`config.mk`:
```
export PLATFORM = sky130hd
export DESIGN_NAME = mux_pipe_n
export DESIGN_NICKNAME = d
export VERILOG_FILES = /design/src/rtl/pds_pkg.sv /design/src/rtl/mux_n_sel.sv /design/src/rtl/mux_pipe_n.sv
export SDC_FILE = /design/constraint.sdc
export NUM_CORES = 1
export LEC_CHECK = 0
export BUFFER_PORTS_ARGS = -buffer_cell sky130_fd_sc_hd__buf_2
export CORE_ASPECT_RATIO = 1.2
export CORE_MARGIN = 3
export CORE_UTILIZATION = 40
export CTS_CLUSTER_DIAMETER = 120
export CTS_CLUSTER_SIZE = 10
export DETAILED_ROUTE_END_ITERATION = 12
export GPL_TIMING_DRIVEN = 0
export PLACE_DENSITY_LB_ADDON = 0.05
export RECOVER_POWER = 25
export SLEW_MARGIN = 0
export SYNTH_ARGS = -nofsm -noshare
export SYNTH_HDL_FRONTEND = slang
export SYNTH_SLANG_ARGS = --single-unit
```
`constraint.sdc`:
```
create_clock -name clk -period 1.8 [get_ports clk]
set_input_delay 0.18 -clock clk [delete_from_list [all_inputs] [get_ports clk]]
set_output_delay 0.18 -clock clk [all_outputs]
set_load 0.01 [all_outputs]
```
`src/rtl/pds_pkg.sv`:
```
// rtl/pds_pkg.sv - shared constants for the pipeline data-select blocks
//
// Purpose: holds the state encoding for the skid-buffered select
//          controller and the default data width.
// Contents:
//   PDS_WIDTH    default data width per input
//   pds_state_t  controller state type
//   EMPTY/ONE/FULL  controller state encodings

package pds_pkg;

  localparam int PDS_WIDTH = 32;

  typedef logic [1:0] pds_state_t;

  localparam pds_state_t EMPTY = 2'd0;  // no entry held
  localparam pds_state_t ONE   = 2'd1;  // head entry in main register
  localparam pds_state_t FULL  = 2'd2;  // head in main, next entry in skid

endpackage

```
`src/rtl/mux_n_sel.sv`:
```
// rtl/mux_n_sel.sv - combinational N-way word select with range flag
//
// Purpose: picks word `sel` from a flattened N*WIDTH bus. An index
//          >= N yields word 0 with err raised, so callers never see
//          an arbitrary or X selection.
// Ports:
//   data  in  N*WIDTH  flattened inputs, word k at [k*WIDTH +: WIDTH]
//   sel   in  SELW     word index
//   y     out WIDTH    selected word
//   err   out 1        sel was out of range

module mux_n_sel #(
  parameter  int WIDTH = 32,
  parameter  int N     = 4,
  localparam int SELW  = $clog2(N)
) (
  input  logic [N*WIDTH-1:0] data,
  input  logic [SELW-1:0]    sel,
  output logic [WIDTH-1:0]   y,
  output logic               err
);

  // Scan rather than index with sel so an out-of-range select never
  // produces an out-of-bounds part-select.
  always_comb begin
    y   = data[WIDTH-1:0];
    err = 1'b1;
    for (int k = 0; k < N; k++) begin
      if (int'(sel) == k) begin
        y   = data[k*WIDTH +: WIDTH];
        err = 1'b0;
      end
    end
  end

endmodule

```
`src/rtl/mux_pipe_n.sv`:
```
// rtl/mux_pipe_n.sv - registered N-way select with two-entry skid buffer
//
// Purpose: captures the selected input word (plus an out-of-range flag)
//          into a main/skid register pair behind a valid/ready handshake.
//          in_ready and out_valid decode registered state only.
// Ports:
//   clk        in  1        rising-edge clock
//   rst_n      in  1        synchronous active-low reset
//   in_data    in  N*WIDTH  flattened inputs
//   in_sel     in  SELW     index of input to capture
//   in_valid   in  1        upstream offers a word
//   in_ready   out 1        block can accept this cycle
//   flush      in  1        discard all held entries
//   out_data   out WIDTH    head word
//   out_err    out 1        head entry had in_sel >= N
//   out_valid  out 1        head entry present
//   out_ready  in  1        downstream takes the head

module mux_pipe_n
  import pds_pkg::*;
#(
  parameter  int WIDTH = PDS_WIDTH,
  parameter  int N     = 4,
  localparam int SELW  = $clog2(N)
) (
  input  logic               clk,
  input  logic               rst_n,
  input  logic [N*WIDTH-1:0] in_data,
  input  logic [SELW-1:0]    in_sel,
  input  logic               in_valid,
  output logic               in_ready,
  input  logic               flush,
  output logic [WIDTH-1:0]   out_data,
  output logic               out_err,
  output logic               out_valid,
  input  logic               out_ready
);

  pds_state_t       state_q;
  logic [WIDTH-1:0] main_data_q;
  logic             main_err_q;
  logic [WIDTH-1:0] skid_data_q;
  logic             skid_err_q;

  logic [WIDTH-1:0] sel_data;
  logic             sel_err;
  logic             accept;
  logic             emit;

  mux_n_sel #(
    .WIDTH (WIDTH),
    .N     (N)
  ) u_sel (
    .data (in_data),
    .sel  (in_sel),
    .y    (sel_data),
    .err  (sel_err)
  );

  // Pure state decodes: no path from out_ready or flush to in_ready.
  assign in_ready  = (state_q != FULL);
  assign out_valid = (state_q != EMPTY);
  assign out_data  = main_data_q;
  assign out_err   = main_err_q;

  assign accept = in_valid & in_ready;
  assign emit   = out_valid & out_ready;

  always_ff @(posedge clk) begin
    if (!rst_n) begin
      state_q     <= EMPTY;
      main_data_q <= '0;
      main_err_q  <= 1'b0;
      skid_data_q <= '0;
      skid_err_q  <= 1'b0;
    end else if (flush) begin
      // A same-cycle emit was already sampled downstream; any accept is
      // dropped. Data registers keep stale contents, unreachable once EMPTY.
      state_q <= EMPTY;
    end else begin
      case (state_q)
        EMPTY: begin
          if (accept) begin
            main_data_q <= sel_data;
            main_err_q  <= sel_err;
            state_q     <= ONE;
          end
        end
        ONE: begin
          if (accept && emit) begin
            main_data_q <= sel_data;
            main_err_q  <= sel_err;
          end else if (accept) begin
            // Downstream stalled: park the new word behind the head.
            skid_data_q <= sel_data;
            skid_err_q  <= sel_err;
            state_q     <= FULL;
          end else if (emit) begin
            state_q <= EMPTY;
          end
        end
        FULL: begin
          if (emit) begin
            main_data_q <= skid_data_q;
            main_err_q  <= skid_err_q;
            state_q     <= ONE;
          end
        end
        default: state_q <= EMPTY;
      endcase
    end
  end

endmodule

```
==> summary.txt, run 1 <==
Clock tree
  – CTS Root Cell: clkbuf_16
  – H-tree depth: 3
  – Worst skew pair latency: 0.33 ns
  – Max Root-Sink Buffers: 2
  – CTS Hold Buffers Added: 0
  – Clk slew on worst S/H paths: 0.06 ns
  – Sink Count: 68
  – TritonCTS clock tree: yes
  – Num CTS Buffers: 9

Worst setup path
  – FF-to-FF End: out_data[17]
  – Crit path required time: 1.62 ns
  – Setup crit end kind: primary output
  – Cell Chain, Critical Path: nor2b_2 -> buf_4 -> inv_2 -> buf_6 -> buf_6 -> buf_2
  – Startpoint types: register
  – Crit-path leading delay family: buffers and inverters
  – Most used cell along the critical path: buf_6
  – Critical path class: reg -> out
  – Worst R2R Path Depth: 5
  – Worst Path Max Fanout: 10
  – Reg2reg setup slack: 0.09 ns
  – Crit-path slowest cell: dfxtp_4
  – Critical R2R Launch: state_q[1]
  – Crit path buffers/inverters: 5
  – Slowest cell delay on critical path: approximately 0.36 ns
  – Worst Path Arrival: between 1.5 and 2 ns

Worst hold path
  – Worst min path class: in -> reg
  – Worst hold stages: 2
  – Hold wc startpoint: out_ready
  – Hold path endpoint: state_q[1]

Timing
  – Final slew viol count: 0
  – Tmin final: 1.73 ns
  – Highest Clock Rate: between 500 and 600 MHz
  – Final hold viol count: 0
  – Final Setup Violations: 0
  – Relative slew slack: 0.584
  – Skew final: 0.00780 ns
  – Final worst-path cycle share: 0.961
  – Worst Tran Pin Value: 0.624 ns
  – RSZ-0062 raised after global routing: no

Yosys
  – Post-synth EDFFs: 0
  – Post-synth ARST share: 0
  – Synth Instances: 467
  – Adder-cell share of the synthesized area: 0
  – Post-synthesis mux area share: 0.234
  – Synth Warn #: 0
  – Largest family of logic cells by synthesized area: multiplexers
  – Xor/xnor cell area share of the yosys netlist: 0
  – Synthesized area: 4140 um^2
  – Main synth FF type: dfxtp_1
  – Synth Register Bits: 68
  – Syn_nets: roughly 600
  – Post-Syn Area per Cell: 8.86 um^2
  – Simple-gate share of the synthesized area: 0.190
  – Number of distinct library cells after synthesis: 40
  – Sequential area share after synthesis: 0.329
  – Synth Area in Compound Gates: 0.183

Detailed routing
  – Vias per cell: 5.57
  – Initial DRT Pass Iterations: 5
  – DRC: 0
  – Post-Route WL: 13900 um
  – DRT iter0 DRCs: 185
  – Routed via count: 4320
  – Drt wl/cell: 18.0 um
  – Post-route ant nets: 0

Cells and area
  – Final nets: 779
  – Most frequent cells in the layout: buf_2, dfxtp_1, nand3_1
  – Area grow syn2layout: 31.1%
  – Fin cells: between 700 and 800
  – Post-route cell area: 5430 um^2
  – Share of layout cells above drive strength 1: 0.376
  – Antenna Cells: 0
  – Commonest non-fill, non-tap cell in the layout: buf_2

Run
  – MaxCap Viol Count: 0

Outcome
  – Status: completed

Floorplanning
  – Num rows: 40
  – Die Y: between 100 and 150 um
  – CORE AREA: 10100 um^2
  – I/O pin count: 170
  – Starting Density: 0.411
  – Chip Width: ~100 um
  – Die Area: 11600 um^2

GRT
  – Initial antenna violation count: 0
  – Number of global-route vias before repair: 4240
  – GRT Util Overall: 0.236
  – Gr ovfl total: 0
  – First-pass GRT wire length: 22000 um
  – Largest net degree at the start of global routing: 12

Place
  – Detailed-placement wirelength estimate: approximately 10000 um
  – DP Area: 5130 um^2
  – # port buffers: 166
  – GPL Wtd Cong: 0.768
  – Placed Cells: 759

Power
  – Power density over the cells: 801 nW/um^2
  – Pleak: between 0.002 and 0.003 uW
  – Peak supply drop: 0.000455 V
-- sequential cells by signal, summed over array words and instances (netlist names) --
register     flops
skid_data_q     32
state_q          2
out_data        32
skid_err_q       1
out_err          1
-- worst max-delay path by stage --
stage | end | slack [ns] | depth (start not counted) | startpoint
floorplan | out_data[20] | 0.39 | 6 | state_q[0]
global placement | skid_data_q[15] | -0.002 | 6 | flush
detailed placement | skid_data_q[15] | -0.04 | 6 | flush
CTS | in_ready | 0.02 | 6 | state_q[1]
global route | out_data[14] | 0.005 | 5 | state_q[1]
finish | in_ready | 0.07 | 6 | state_q[1]
-- what timing repair did --
action                                  in CTS  in global routing
resized for setup                            2                  5
endpoints found under the setup margin       1                  8
buffers inserted                             0                  0
-- final cells by class --
cell class                      instances  area (um^2)
Buffer                                 48          260
Clock buffer                           12          246
Clock inverter                          4         72.6
Fill cell                             994         4630
Inverter                                2         7.51
Multi-Input combinational cell        349         2520
Sequential cell                        68         1370
Tap cell                              126          158
Timing Repair Buffer                  166          800
-- cell families after synthesis --
logic type             Yosys count
buffers and inverters           50
flip-flops                      68
AND/OR/NAND/NOR                150
multiplexers                    90
AO/OA/AOI/OAI                  109
-- synth_stat cells, types with 2 or more instances --
cell | instances | share of area
nand2b_1 | 3 | 0.0045
nor3_2 | 2 | 0.0048
a21oi_1 | 33 | 0.040
nor2_1 | 3 | 0.0027
o21ai_0 | 4 | 0.0048
buf_6 | 5 | 0.014
nand3_1 | 56 | 0.068
nand2_1 | 35 | 0.032
buf_2 | 14 | 0.017
mux2_1 | 3 | 0.0082
o21ai_1 | 20 | 0.024
nand4_1 | 24 | 0.036
o211a_1 | 24 | 0.058
nor3_1 | 10 | 0.012
inv_2 | 2 | 0.0018
nor2b_1 | 2 | 0.0030
mux2i_1 | 35 | 0.085
a32o_1 | 8 | 0.019
buf_4 | 5 | 0.0091
or2_0 | 6 | 0.0091
dfxtp_1 | 68 | 0.33
clkbuf_1 | 23 | 0.021
o31ai_1 | 7 | 0.013
mux2_2 | 52 | 0.14
a31oi_1 | 8 | 0.012
-- layer usage --
| metal | vias to the layer above | track usage | share of wire |
|---|---|---|---|
| li1 | 2100 | - | - |
| met1 | 2060 | 0.294 | 0.42 |
| met2 | 147 | 0.413 | 0.51 |
| met3 | 13 | 0.0405 | 0.061 |
| met4 | 0 | 0.0683 | 0.011 |
| met5 | - | 0 | 0 |
-- worst register-to-register path, cell delays in order (launching register included) --
cell and delay, ns:
dfxtp_4 0.36, nand2b_4 0.18, o21ai_4 0.27, clkbuf_1 0.43, nand4_1 0.18, o211a_1 0.18
-- report_power, final --
| part | internal, uW | switching [uW] |
|---|---|---|
| sequential | 1570 | 35.7 |
| clock | 1250 | 682 |
| combinational | 391 | 420 |
-- metrics by stage --
step                setup slack (ns)  hold WS, ns  utilization  power (uW)  setup TNS, ns
floorplan                      0.389        0.259            -        2130              0
global placement            -0.00192        0.435        0.510        2440       -0.00192
detailed placement           -0.0362        0.443        0.510        2460        -0.0708
CTS                           0.0215       0.0977        0.542        4360              0
global route                 0.00537        0.111        0.539        4520              0
finish                        0.0708       0.0974        0.539        4340              0
(Power assumes the default switching activity.)
==> run 2: changes to the inputs <==
Settings changed: ABC_AREA from default to 1.
==> summary.txt, run 2 <==
Worst setup path
  – Worst Path Arrival: 1.45 ns
  – Worst Path Max Fanout: 19
  – Crit-path slowest cell: dfxtp_1
  – Critical path class: reg -> out
  – Setup crit end kind: primary output
  – Cell Chain, Critical Path: inv_1 -> nand2_1 -> buf_4 -> buf_2
  – Crit path required time: 1.62 ns
  – Crit path buffers/inverters: 3
  – Slowest cell delay on critical path: 0.40 ns
  – Startpoint types: register
  – Crit-path leading delay family: buffers and inverters

Power
  – Pleak: 0.00356 uW
  – P_sw: between 1000 and 1500 uW
  – Comb pwr share: 0.193
  – Sequential power share: 0.356
  – Peak supply drop: about 0.00038 V
  – Power density over the cells: 759 nW/um^2
  – Clock power frac: 0.450
  – Net Sw Frac: 0.275
  – Cell Int Power: 3290 uW
  – Total Power: 4530 uW

Clock tree
  – TritonCTS clock tree: yes
  – CTS Root Cell: clkbuf_16
  – CTS Hold Buffers Added: 0
  – Num CTS Buffers: 9
  – H-tree depth: 3
  – Worst skew pair latency: 0.34 ns
  – Clk slew on worst S/H paths: 0.06 ns
  – Post-CTS Setup Inserts: 0
  – Max Root-Sink Buffers: 2
  – Sink Count: 68

Yosys
  – Post-synth EDFFs: 0
  – Top cell type by total area after synthesis: dfxtp_1
  – Synth Register Bits: 68
  – Syn_nets: 965
  – Most frequent cell after synthesis: nand2_1
  – Post-synth ARST share: 0
  – Synthesized area: around 4600 um^2
  – Share of Yosys cell area claimed by the top area cell type: 0.294
  – Area contributors post-synth: dfxtp_1, nand2_1, inv_1
  – Top cells by instance count after synthesis: nand2_1, inv_1, dfxtp_1, nand3_1, nor2_1
  – Sequential area share after synthesis: 0.294
  – Synth Warn #: 0
  – Post-Syn Area per Cell: 5.58 um^2
  – Number of distinct library cells after synthesis: 14
  – Main synth FF type: dfxtp_1
  – Synth Instances: 830

Floorplanning
  – Die Area: between 10000 and 15000 um^2
  – Num rows: 42
  – Die Y: 124 um
  – Chip Width: about 100 um
  – CORE AREA: 11200 um^2
  – I/O pin count: 170
  – Starting Density: 0.414

Place
  – Setup WS pre-CTS: -0.00725 ns
  – GPL Wtd Cong: approximately 0.8
  – DP Area: 5660 um^2
  – Detailed-placement wirelength estimate: a little over 10000 um
  – # port buffers: around 170

Detailed routing
  – DRT iter0 DRCs: ~160
  – Max layer used: met4
  – Routed via count: 5099
  – Wire length on met2: 6140 um
  – M1 WL: around 6200 um
  – Post-Route WL: 13300 um
  – DRC: 0
  – Post-route ant nets: 0
  – Initial DRT Pass Iterations: 4
  – Metal3 WL: 765 um
  – Vias per cell: 4.37
  – Drt wl/cell: about 11 um

Timing
  – Tmin final: around 1.6 ns
  – Final slew viol count: 0
  – Final Worst Setup Slack: 0.174 ns
  – Skew final: 0.00676 ns
  – Relative slew slack: 0.529
  – Final hold viol count: 0
  – Highest Clock Rate: 615 MHz
  – Worst Tran Pin Value: 0.707 ns
  – Final Setup Violations: 0
  – Final worst-path cycle share: 0.903
  – RSZ-0062 raised after global routing: no

GRT
  – GRT Util Overall: 0.213
  – Number of global-route vias before repair: 4834
  – Largest net degree at the start of global routing: 13
  – Initial antenna violation count: 0
  – Gr ovfl total: 0
  – First-pass GRT wire length: approximately 22000 um

Cells and area
  – Share of layout cells above drive strength 1: 0.216
  – Filler instances: around 1300
  – Area of the multi-input gates: 2260 um^2
  – Commonest non-fill, non-tap cell in the layout: nand2_1
  – Area grow syn2layout: 29.0%
  – Post-route cell area: 5970 um^2
  – Sequential standard cell area: roughly 1400 um^2
  – Antenna Cells: 0
  – Most frequent cells in the layout: nand2_1, inv_1, buf_2
  – Final nets: ~1100

Worst hold path
  – Worst min path class: in -> reg

Outcome
  – Status: completed

Run
  – MaxCap Viol Count: 0
run 2: cell count changes after synthesis, sizes merged, moves of 10 or more:
cell / change
nand4: -24
nand2: +236
mux2i: -35
o211a: -24
a21oi: +34
nor2: +69
inv: +202
nand3: +10
nor3: -12
mux2: -55
run 2: what timing repair did:
item | CTS | global route
cloned | 0 | 0
hold endpoints to repair | 0 | 0
resized for setup | 2 | 1
setup endpoints to repair | 1 | 2
run 2: final timing paths:
check                                start              to  slack (ns)  depth (start not counted)
worst min register to register  skid_err_q      skid_err_q        0.44                          2
worst min-delay path                 flush      state_q[1]        0.11                          4
worst max register to register  state_q[1]  skid_data_q[7]        0.21                          6
worst max-delay path            state_q[0]        in_ready        0.17                          4
run 2: layout make-up:
class	count	area share
plain buffers	46	0.0400
clock buffers	10	0.0383
clock inverters	6	0.0189
inverters	204	0.128
multi-input cells	511	0.379
flip-flops and latches	68	0.228
well taps	154	0.0323
repair buffers	168	0.136
run 2: power groups by stage:
stage          registers [uW]  clock network, uW  logic, uW
2_1_floorplan            1670                  0        517
3_3_place_gp             1640                  0        892
3_5_place_dp             1650                  0        892
4_1_cts                  1610               2070        897
5_1_grt                  1620               2140       1020
6_report                 1610               2040        877
run 2: layer usage:
metal / track usage / vias to the layer above
met5: 0 / -
met4: 0.0574 / 0
met3: 0.0534 / 14
met2: 0.368 / 147
met1: 0.267 / 2162
li1: - / 2776
run 2: cells by family after synthesis:
group                  count (synthesis)  synth area share
DFF                                   68             0.294
and+or+nand+nor                      411             0.362
buffers and inverters                251             0.217
AOI/OAI and AO/OA                    100             0.127
run 2: worst reg2reg max path: cells and delay by family (launching register included):
family | cells | cell delay, ns
buf+inv | 3 | 0.65
flops | 1 | 0.42
simple gates | 2 | 0.30
compound gates | 1 | 0.17
run 2: stage by stage:
stage / instances / util / hold WS (ns) / setup TNS, ns
final: 1167 / 0.534 / 0.111 / 0
after global routing: 1167 / 0.534 / 0.119 / 0
after CTS: 1168 / 0.537 / 0.108 / 0
after detailed placement: 1152 / 0.506 / 0.433 / -0.00725
after global placement: 1152 / 0.506 / 0.429 / 0
after floorplan: 830 / - / 0.337 / 0
==> run 3: changes to the inputs <==
Settings changed: BUFFER_PORTS_ARGS -buffer_cell sky130_fd_sc_hd__buf_2 to default, CORE_UTILIZATION 40 to 42, DONT_BUFFER_PORTS from default to 1.
==> summary.txt, run 3 (synthesis gave the netlist of run 2 again) <==
Outcome
  – Status: completed

GRT
  – Gr ovfl total: 0
  – Number of global-route vias before repair: 4192
  – First-pass GRT wire length: 20000 um
  – Initial antenna violation count: 0
  – Largest net degree at the start of global routing: 11
  – GRT Util Overall: 0.205

Timing
  – Final worst-path cycle share: 0.924
  – Highest Clock Rate: around 600 MHz
  – RSZ-0062 raised after global routing: no
  – Relative slew slack: 0.541
  – Worst Tran Pin Value: 0.688 ns
  – Final setup TNS: 0 ns
  – Tmin final: 1.66 ns
  – Final hold viol count: 0
  – Skew final: 0.00570 ns
  – Final slew viol count: 0
  – Final Setup Violations: 0

Power
  – Pleak: 0.00293 uW
  – Peak supply drop: 0.000311 V
  – Power density over the cells: approximately 800 nW/um^2

Worst setup path
  – Critical path class: reg -> out
  – Cell Chain, Critical Path: inv_1 -> nand2_1 -> buf_2 -> buf_4
  – Critical R2R Launch: state_q[1]
  – Worst Path Arrival: 1.48 ns
  – Worst Path Max Fanout: 10
  – Worst R2R Path Depth: 7
  – Crit-path slowest cell: dfxtp_1
  – Reg2reg setup slack: between 0.15 and 0.2 ns
  – Slowest cell delay on critical path: 0.40 ns
  – FF-to-FF End: skid_data_q[4]
  – Crit path buffers/inverters: 3
  – Startpoint types: register
  – Crit path required time: ~1.6 ns
  – Crit-path leading delay family: buffers and inverters
  – Setup crit end kind: primary output

Floorplanning
  – Starting Density: 0.436
  – I/O pin count: 170
  – Num rows: around 40
  – CORE AREA: 10600 um^2
  – Chip Width: about 100 um
  – Die Area: 12300 um^2
  – Die Y: 121 um

Clock tree
  – TritonCTS clock tree: yes
  – Num CTS Buffers: 9
  – Worst skew pair latency: 0.33 ns
  – Max Root-Sink Buffers: 2
  – CTS Root Cell: clkbuf_16
  – CTS Hold Buffers Added: 0
  – Post-CTS Setup Inserts: 0
  – Sink Count: 68
  – Clk slew on worst S/H paths: 0.05 ns
  – H-tree depth: 3
  – Cts repair resizes: 0

Worst hold path
  – Worst min path class: in -> reg
  – Hold path endpoint: state_q[1]
  – Worst hold stages: 3
  – Hold wc startpoint: flush

Place
  – GPL Wtd Cong: a little over 0.8
  – # port buffers: 0
  – Detailed-placement wirelength estimate: slightly below 10000 um
  – Placed Cells: between 900 and 1000

Detailed routing
  – DRC: 0
  – Post-route ant nets: 0
  – Vias per cell: 4.63
  – Post-Route WL: about 13000 um
  – DRT iter0 DRCs: approximately 150
  – Drt wl/cell: 13.0 um
  – Routed via count: roughly 4500
  – Initial DRT Pass Iterations: 4

Cells and area
  – Area grow syn2layout: 9.76%
  – Sequential standard cell area: 1360 um^2
  – Commonest non-fill, non-tap cell in the layout: nand2_1
  – Filler instances: 1209
  – Final nets: roughly 980
  – Antenna Cells: 0
  – Fin cells: approximately 970
  – Area of the multi-input gates: between 2000 and 2500 um^2
  – Share of layout cells above drive strength 1: 0.0888
  – Most frequent cells in the layout: nand2_1, inv_1, dfxtp_1

Run
  – MaxCap Viol Count: 0
-- run 3: final cells by class --
type                    instances  share of cell area
flip-flops and latches         68               0.268
plain buffers                  47              0.0483
clock buffers                  13              0.0492
clock inverters                 2             0.00689
multi-input cells             511               0.445
well taps                     129              0.0318
inverters                     204               0.151
-- run 3: metal layers --
metal	global-route usage	vias to the layer above	routed length (um)
li1	-	2449	-
met1	0.257	1905	5730
met2	0.347	148	5900
met3	0.0437	12	817
met4	0.0689	0	190
met5	0	-	0
-- run 3: worst register-to-register path: stages (launching register included) --
cell and delay (ns):
dfxtp_1 0.43, nand3b_1 0.16, nand3b_1 0.17, buf_2 0.24
buf_2 0.28, a21oi_1 0.09, o21ai_0 0.10, inv_1 0.06
-- run 3: worst max-delay path by stage --
stage	cells after the start	slack (ns)	startpoint	endpoint
2_1_floorplan	11	0.43	state_q[1]	out_data[15]
3_3_place_gp	11	0.06	in_sel[1]	out_data[29]
3_5_place_dp	9	0.06	in_sel[1]	skid_data_q[29]
4_1_cts	4	0.03	state_q[0]	in_ready
5_1_grt	8	0.008	state_q[0]	out_data[5]
6_report	4	0.14	state_q[0]	in_ready
-- run 3: metrics by stage --
stage	setup WS [ns]	util	hold slack [ns]	instance area, um^2	total power (uW)
2_1_floorplan	0.433	-	0.337	4630	2190
3_3_place_gp	0.0616	0.451	0.350	4790	2330
3_5_place_dp	0.0621	0.451	0.359	4790	2350
4_1_cts	0.0303	0.478	0.00794	5080	4090
5_1_grt	0.00830	0.478	0.0222	5080	4240
6_report	0.138	0.478	0.0180	5080	4020
-- run 3: power by group --
part	leakage [uW]	switching, uW	internal [uW]
registers	0.000555	76.5	1580
logic	0.00224	426	224
clock network	0.000140	608	1100
total	0.00293	1110	2910
